<file path="config.mk">
export PLATFORM = sky130hd
export DESIGN_NAME = darkness_filter_stream
export DESIGN_NICKNAME = d
export VERILOG_FILES = /design/src/rtl/pixel_pkg.sv /design/src/rtl/skid_fifo2.sv /design/src/rtl/darkness_filter_stream.sv
export SDC_FILE = /design/constraint.sdc
export NUM_CORES = 1
export LEC_CHECK = 0
export ABC_AREA = 1
export CORE_ASPECT_RATIO = 1.1
export CORE_UTILIZATION = 45
export DETAILED_ROUTE_END_ITERATION = 6
export GPL_ROUTABILITY_DRIVEN = 1
export PLACE_DENSITY = 0.8
export SLEW_MARGIN = 20
export SYNTH_ARGS = -nofsm -noshare
export SYNTH_HDL_FRONTEND = slang
export SYNTH_SLANG_ARGS = --single-unit
</file>
<file path="constraint.sdc">
create_clock -name clk -period 2.9 [get_ports clk]
set_clock_uncertainty 0.05 [all_clocks]
set_input_delay 0.435 -clock clk [delete_from_list [all_inputs] [get_ports clk]]
set_output_delay 0.435 -clock clk [all_outputs]
set_load 0.1 [all_outputs]
</file>
<file path="src/rtl/pixel_pkg.sv">
// Shared pixel types and arithmetic for the image pipeline filters.
// Pixels are packed {A,R,G,B}, 8 bits per channel, alpha in the top byte.
// sat_sub8 is the darkening primitive: channel minus amount, clamped at zero.
package pixel_pkg;

  typedef struct packed {
    logic [7:0] a;
    logic [7:0] r;
    logic [7:0] g;
    logic [7:0] b;
  } pixel_t;

  localparam logic [7:0] ALPHA_OPAQUE = 8'hFF;

  function automatic logic [7:0] sat_sub8(input logic [7:0] c, input logic [7:0] b);
    return (c >= b) ? (c - b) : 8'h00;
  endfunction

endpackage

</file>
<file path="src/rtl/skid_fifo2.sv">
// Two-entry skid FIFO; head entry is always in slot 0 and drives dout directly.
// Latency: a push into an empty FIFO is visible on dout the next cycle.
// Backpressure: registered in_ready = room after this cycle, forced low by hold.
module skid_fifo2 #(
  parameter int W = 33
) (
  input  logic         clk,
  input  logic         rst,
  input  logic         push,
  input  logic [W-1:0] din,
  input  logic         pop,
  input  logic         hold,
  output logic         in_ready,
  output logic         out_valid,
  output logic [W-1:0] dout
);

  logic [W-1:0] mem0;
  logic [W-1:0] mem1;
  logic [1:0]   count_q;
  logic [1:0]   count_d;
  logic         rdy_q;
  logic         pop_fire;

  assign pop_fire  = pop && (count_q != 2'd0);
  assign in_ready  = rdy_q;
  assign out_valid = (count_q != 2'd0);
  assign dout      = mem0;

  // Occupancy after this cycle's push/pop; push+pop together leaves it unchanged.
  always_comb begin
    count_d = count_q;
    if (push && !pop_fire) begin
      count_d = count_q + 2'd1;
    end else if (!push && pop_fire) begin
      count_d = count_q - 2'd1;
    end
  end

  // Storage shift, occupancy and the registered ready derived from next occupancy.
  always_ff @(posedge clk) begin
    if (rst) begin
      mem0    <= '0;
      mem1    <= '0;
      count_q <= 2'd0;
      rdy_q   <= 1'b0;
    end else begin
      count_q <= count_d;
      rdy_q   <= (count_d < 2'd2) && !hold;
      if (pop_fire) begin
        if (push && (count_q == 2'd1)) begin
          mem0 <= din;
        end else if (count_q == 2'd2) begin
          mem0 <= mem1;
        end
      end else if (push) begin
        if (count_q == 2'd0) begin
          mem0 <= din;
        end else begin
          mem1 <= din;
        end
      end
    end
  end

endmodule

</file>
<file path="src/rtl/darkness_filter_stream.sv">
// Framed streaming darkening filter: RGB minus per-frame beta (floor 0), alpha forced opaque.
// Latency: 1 cycle from accepted input to out_valid when the skid buffer is empty.
// Backpressure: 2-entry skid buffer; in_ready registered, low when full or draining a frame.
module darkness_filter_stream #(
  parameter int PIXELS_PER_FRAME = 16,
  parameter int CNT_W            = $clog2(PIXELS_PER_FRAME)
) (
  input  logic        clk,
  input  logic        rst,
  input  logic        in_valid,
  output logic        in_ready,
  input  logic [31:0] in_pixel,
  input  logic        in_sof,
  input  logic [7:0]  beta,
  output logic        out_valid,
  input  logic        out_ready,
  output logic [31:0] out_pixel,
  output logic        out_eof,
  output logic        frame_done,
  output logic        sof_err
);
  import pixel_pkg::*;

  typedef enum logic [1:0] {IDLE, STREAM, DRAIN} state_t;

  localparam logic [CNT_W-1:0] LAST_IDX = CNT_W'(PIXELS_PER_FRAME - 1);

  state_t           state_q;
  state_t           state_d;
  logic [CNT_W-1:0] cnt_q;
  logic [7:0]       beta_q;
  logic             sof_err_q;
  logic             frame_done_q;
  logic             fire_in;
  logic             push;
  logic             push_eof;
  logic             hold;
  logic             eof_xfer;
  logic [7:0]       b_eff;
  pixel_t           px;
  pixel_t           res;
  logic [32:0]      fifo_dout;
  logic             fifo_vld;
  logic             unused_alpha;

  assign fire_in      = in_valid && in_ready;
  assign eof_xfer     = fifo_vld && out_ready && fifo_dout[32];
  // Keep ready low through DRAIN and the frame_done cycle, giving one bubble between frames.
  assign hold         = (state_q == DRAIN) || (state_d == DRAIN);
  assign px           = in_pixel;
  assign unused_alpha = ^px.a;

  // The SOF beat in IDLE uses the live beta; every later beat uses the latched copy.
  always_comb begin
    b_eff = (state_q == IDLE) ? beta : beta_q;
    res.a = ALPHA_OPAQUE;
    res.r = sat_sub8(px.r, b_eff);
    res.g = sat_sub8(px.g, b_eff);
    res.b = sat_sub8(px.b, b_eff);
  end

  // Frame FSM: next state and push/eof decisions.
  always_comb begin
    state_d  = state_q;
    push     = 1'b0;
    push_eof = 1'b0;
    case (state_q)
      IDLE: begin
        if (fire_in && in_sof) begin
          push    = 1'b1;
          state_d = STREAM;
        end
      end
      STREAM: begin
        if (fire_in) begin
          push = 1'b1;
          if (cnt_q == LAST_IDX) begin
            push_eof = 1'b1;
            state_d  = DRAIN;
          end
        end
      end
      DRAIN: begin
        if (eof_xfer) begin
          state_d = IDLE;
        end
      end
      default: state_d = IDLE;
    endcase
  end

  // FSM state register.
  always_ff @(posedge clk) begin
    if (rst) begin
      state_q <= IDLE;
    end else begin
      state_q <= state_d;
    end
  end

  // Pixel counter, beta latch, sticky framing error and frame_done pulse.
  always_ff @(posedge clk) begin
    if (rst) begin
      cnt_q        <= '0;
      beta_q       <= 8'h00;
      sof_err_q    <= 1'b0;
      frame_done_q <= 1'b0;
    end else begin
      frame_done_q <= eof_xfer;
      if (fire_in) begin
        if (state_q == IDLE) begin
          if (in_sof) begin
            beta_q <= beta;
            cnt_q  <= CNT_W'(1);
          end else begin
            sof_err_q <= 1'b1;
          end
        end else begin
          if (in_sof) begin
            sof_err_q <= 1'b1;
          end
          cnt_q <= push_eof ? '0 : (cnt_q + 1'b1);
        end
      end
    end
  end

  skid_fifo2 #(.W(33)) u_fifo (
    .clk       (clk),
    .rst       (rst),
    .push      (push),
    .din       ({push_eof, res}),
    .pop       (out_ready),
    .hold      (hold),
    .in_ready  (in_ready),
    .out_valid (fifo_vld),
    .dout      (fifo_dout)
  );

  assign out_valid  = fifo_vld;
  assign out_pixel  = fifo_dout[31:0];
  assign out_eof    = fifo_dout[32];
  assign frame_done = frame_done_q;
  assign sof_err    = sof_err_q;

endmodule

</file>
==> impl_metrics.xml <==
<?xml version="1.0" encoding="UTF-8"?>
<metrics>
  <group name="routing">
    <metric name="via_count" unit="">4567</metric>
    <metric name="first_pass_iters" unit="">7</metric>
    <metric name="drt-total-wl" unit="um">11700</metric>
    <metric name="routedWlPerCell" unit="um">13.6</metric>
    <metric name="antenna_violating_nets_left" unit="">0</metric>
    <metric name="post_drt_via_cell_ratio" unit="">5.33</metric>
    <metric name="post-route-drc-count" unit="">11</metric>
    <metric name="drt_iter0_drc" unit="">279</metric>
  </group>
  <group name="global_routing">
    <metric name="groute.usage.overall" unit="">0.236</metric>
    <metric name="top_usage_layer" unit="">met2</metric>
    <metric name="initial_antenna_violation_count" unit="">0</metric>
    <metric name="grt.met3_usage" unit="">0.0416</metric>
    <metric name="grt.met1_usage" unit="">0.285</metric>
    <metric name="gr-total-overflow" unit="">0</metric>
    <metric name="first_global_vias" unit="">4270</metric>
    <metric name="grt_first_pass_wirelength" unit="um">19700</metric>
    <metric name="gr-usage-met2" unit="">0.416</metric>
    <metric name="maximum_number_of_pins_on_one_net_before_global_route_repair" unit="">58</metric>
  </group>
  <group name="floorplan">
    <metric name="io-pin-count" unit="">82</metric>
    <metric name="die_span_x" unit="um">97.8</metric>
    <metric name="dieArea" unit="mm2">0.0105</metric>
    <metric name="core" unit="mm2">0.00984</metric>
    <metric name="number_of_core_rows" unit="">38</metric>
    <metric name="chipHeight" unit="um">107</metric>
    <metric name="initial_utilization" unit="">0.462</metric>
  </group>
  <group name="power">
    <metric name="total_leakage_power" unit="nW">2.67</metric>
    <metric name="maximum_vdd_ir_drop" unit="mV">0.311</metric>
    <metric name="power.density_cell_area" unit="mW/mm2">592</metric>
  </group>
  <group name="clock_tree">
    <metric name="max-clock-path-buffers" unit="">2</metric>
    <metric name="clock_sinks" unit="">71</metric>
    <metric name="cts.repair.resized" unit="">0</metric>
    <metric name="ctsHoldBuffers" unit="">0</metric>
    <metric name="cts-htree-levels" unit="">3</metric>
    <metric name="tritoncts" unit="">done</metric>
    <metric name="numCtsBuffers" unit="">9</metric>
    <metric name="cts.repair_timing.setup_buffer_count" unit="">0</metric>
    <metric name="clkTransAtPathRegs" unit="ps">80</metric>
    <metric name="root_buffer" unit="">sky130_fd_sc_hd__clkbuf_8</metric>
    <metric name="insertion_delay" unit="ps">350</metric>
  </group>
  <group name="worst_setup_path">
    <metric name="r2r_setup_slack" unit="ps">250</metric>
    <metric name="critPathLaunchType" unit="">flop</metric>
    <metric name="critical_path_class" unit="">reg2reg</metric>
    <metric name="cp-end-kind" unit="">flop</metric>
    <metric name="crit-reg2reg-capture" unit="">u_fifo.dout[16]</metric>
    <metric name="depth_of_the_worst_register_to_register_path" unit="">9</metric>
    <metric name="critPathArrivalTime" unit="ps">2830</metric>
    <metric name="critical_path.reg2reg.startpoint" unit="">state_q[1]</metric>
    <metric name="crit_required" unit="ps">3080</metric>
    <metric name="worst-path-max-fanout" unit="">16</metric>
  </group>
  <group name="sta">
    <metric name="final-max-slew-violation-count" unit="">0</metric>
    <metric name="finalSetupTns" unit="ps">0</metric>
    <metric name="max_freq" unit="GHz">0.378</metric>
    <metric name="max_slew_margin" unit="">0.671</metric>
    <metric name="worst_pin_slew" unit="ps">494</metric>
    <metric name="final_worst_path_period_need" unit="ps">2650</metric>
    <metric name="timing.final.crit_share" unit="">0.913</metric>
    <metric name="post-route-worst-setup-slack" unit="ps">251</metric>
    <metric name="setup_viol_count_final" unit="">0</metric>
    <metric name="rsz0062_at_grt" unit="">false</metric>
    <metric name="finalHoldViolCount" unit="">0</metric>
  </group>
  <group name="finish">
    <metric name="drive_above_1_share" unit="">0.136</metric>
    <metric name="finalNetCount" unit="">800</metric>
    <metric name="final_common_cell" unit="">sky130_fd_sc_hd__nand2_1</metric>
    <metric name="area.growth.synth_to_final" unit="%">20.2</metric>
    <metric name="diodes" unit="">0</metric>
    <metric name="final_cell_mix" unit="">135 x sky130_fd_sc_hd__nand2_1, 92 x sky130_fd_sc_hd__a21oi_1, 71 x sky130_fd_sc_hd__dfxtp_1</metric>
    <metric name="filler_cell_count" unit="">934</metric>
    <metric name="final-instance-count-excl-fill" unit="">857</metric>
    <metric name="postLayoutCoreUtil" unit="">0.555</metric>
  </group>
  <group name="logic_synthesis">
    <metric name="synth_cells" unit="">668</metric>
    <metric name="synth_top_flop_cell" unit="">sky130_fd_sc_hd__dfxtp_1</metric>
    <metric name="mapped_area" unit="mm2">0.00454</metric>
    <metric name="number_of_enable_flip_flop_cells_after_synthesis" unit="">0</metric>
    <metric name="yosysWarnings" unit="">0</metric>
    <metric name="async_reset_ff_frac" unit="">0</metric>
    <metric name="synth_area_per_cell" unit="um2">6.80</metric>
    <metric name="number_of_nets_produced_by_synthesis" unit="">736</metric>
    <metric name="yosys_register_bits" unit="">71</metric>
    <metric name="yosysUniqueCellTypes" unit="">40</metric>
    <metric name="seq_area_frac_synth" unit="">0.313</metric>
  </group>
  <group name="run_status">
    <metric name="violations" unit="">DRC</metric>
    <metric name="result_of_the_run" unit="">complete, but fails checks</metric>
  </group>
  <group name="placed_design">
    <metric name="placement.setup.worst_slack" unit="ps">132</metric>
    <metric name="placed_cells" unit="">841</metric>
    <metric name="gp_congestion" unit="">0.899</metric>
    <metric name="port_buffers" unit="">73</metric>
    <metric name="dp_hpwl" unit="um">8510</metric>
  </group>
  <group name="hold_path">
    <metric name="hold-path-endpoint" unit="">beta_q[5]</metric>
    <metric name="hold_class" unit="">reg2reg</metric>
    <metric name="timing.hold.worst.start" unit="">beta_q[5]</metric>
    <metric name="min_delay_path_depth" unit="">2</metric>
  </group>
  <group name="job">
    <metric name="maxCapViolCount" unit="">0</metric>
  </group>
</metrics>
cell type report:
type / count / area (um2) / share of cell area
Timing Repair Buffer: 85 / 728 / 0.133
Clock inverter: 5 / 106 / 0.0195
Tap cell: 120 / 150 / 0.0275
Sequential cell: 71 / 1420 / 0.260
Multi-Input combinational cell: 489 / 2640 / 0.483
Inverter: 76 / 285 / 0.0522
Clock buffer: 11 / 131 / 0.0241
cell families after synthesis:
| group | share of synthesized area |
|---|---|
| XOR/XNOR | 0.0173 |
| AND/OR/NAND/NOR | 0.303 |
| flip-flops | 0.313 |
| multiplexers | 0.00661 |
| buffers and inverters | 0.107 |
| adder cells (fa/ha/maj) | 0.0633 |
| AO/OA/AOI/OAI | 0.191 |
where the power goes:
| part | internal [mW] | switching (mW) | total [mW] |
|---|---|---|---|
| Clock | 0.574 | 0.386 | 0.960 |
| Combinational | 0.334 | 0.872 | 1.21 |
| Sequential | 1.03 | 0.0328 | 1.06 |
flip-flops by register name, summed over array words and instances (netlist names):
name / count
state_q: 2
u_fifo.mem1: 26
u_fifo.in_ready: 1
u_fifo.dout: 26
cnt_q: 4
beta_q: 8
sof_err: 1
u_fifo.count_q: 2
frame_done: 1
synth_stat cells, types with 2 or more instances:
cell type,n,area [um2]
sky130_fd_sc_hd__nand2_1,135,507
sky130_fd_sc_hd__a21oi_1,92,460
sky130_fd_sc_hd__dfxtp_1,71,1420
sky130_fd_sc_hd__inv_1,70,263
sky130_fd_sc_hd__nand3_1,68,340
sky130_fd_sc_hd__o21ai_0,51,255
sky130_fd_sc_hd__nor2_1,37,139
sky130_fd_sc_hd__ha_1,23,288
sky130_fd_sc_hd__clkbuf_1,13,48.8
sky130_fd_sc_hd__nand4_1,11,68.8
sky130_fd_sc_hd__nand2_2,10,62.6
sky130_fd_sc_hd__buf_4,9,67.6
sky130_fd_sc_hd__o21ai_1,9,45.0
sky130_fd_sc_hd__nand3_2,8,80.1
sky130_fd_sc_hd__nand3b_1,6,45.0
sky130_fd_sc_hd__buf_2,5,25.0
sky130_fd_sc_hd__inv_2,5,18.8
sky130_fd_sc_hd__xor2_1,5,43.8
sky130_fd_sc_hd__o21bai_1,4,30.0
sky130_fd_sc_hd__xnor2_1,4,35.0
sky130_fd_sc_hd__buf_6,3,33.8
sky130_fd_sc_hd__mux2i_1,3,30.0
sky130_fd_sc_hd__nor3_1,3,15.0
sky130_fd_sc_hd__a21boi_1,2,15.0
sky130_fd_sc_hd__nand2_4,2,22.5
sky130_fd_sc_hd__nand3b_2,2,22.5
sky130_fd_sc_hd__nor2_2,2,12.5
sky130_fd_sc_hd__o21ai_2,2,17.5
sky130_fd_sc_hd__or2_2,2,12.5
routing by layer:
metal	wire length, um	vias to the layer above
li1	-	2344
met1	5030	2099
met2	5850	106
met3	520	18
met4	270	0
met5	0	-
critical path: stages (launching register included):
cell	delay (ps)
sky130_fd_sc_hd__dfxtp_1	400
sky130_fd_sc_hd__nor2_8	310
sky130_fd_sc_hd__mux2i_1	380
sky130_fd_sc_hd__buf_4	200
sky130_fd_sc_hd__ha_1	260
sky130_fd_sc_hd__a21oi_1	150
sky130_fd_sc_hd__a21boi_1	230
sky130_fd_sc_hd__nand3_2	280
sky130_fd_sc_hd__nand3_1	180
sky130_fd_sc_hd__a21oi_1	80
how the worst max path moves through the flow:
stage | from | to | slack [ps] | cells after the start
4_1_cts | state_q[1] | u_fifo.mem1[4] | 250 | 9
3_5_place_dp | beta[1] | u_fifo.dout[16] | 130 | 15
2_1_floorplan | u_fifo.in_ready | u_fifo.in_ready | 330 | 10
6_report | state_q[1] | u_fifo.dout[16] | 250 | 9
3_3_place_gp | beta[1] | u_fifo.dout[4] | 180 | 15
5_1_grt | state_q[1] | u_fifo.mem1[21] | 40 | 15
stage by stage:
stage                     hold slack [ps]  total power [mW]  cell area [um2]
after floorplan                       389              2.04             4540
after global placement                401              2.27             5220
after detailed placement              413              2.29             5220
after CTS                             432              3.24             5460
after global routing                  443              3.41             5460
final                                 427              3.23             5460
Power figures use the tool's default switching activity.
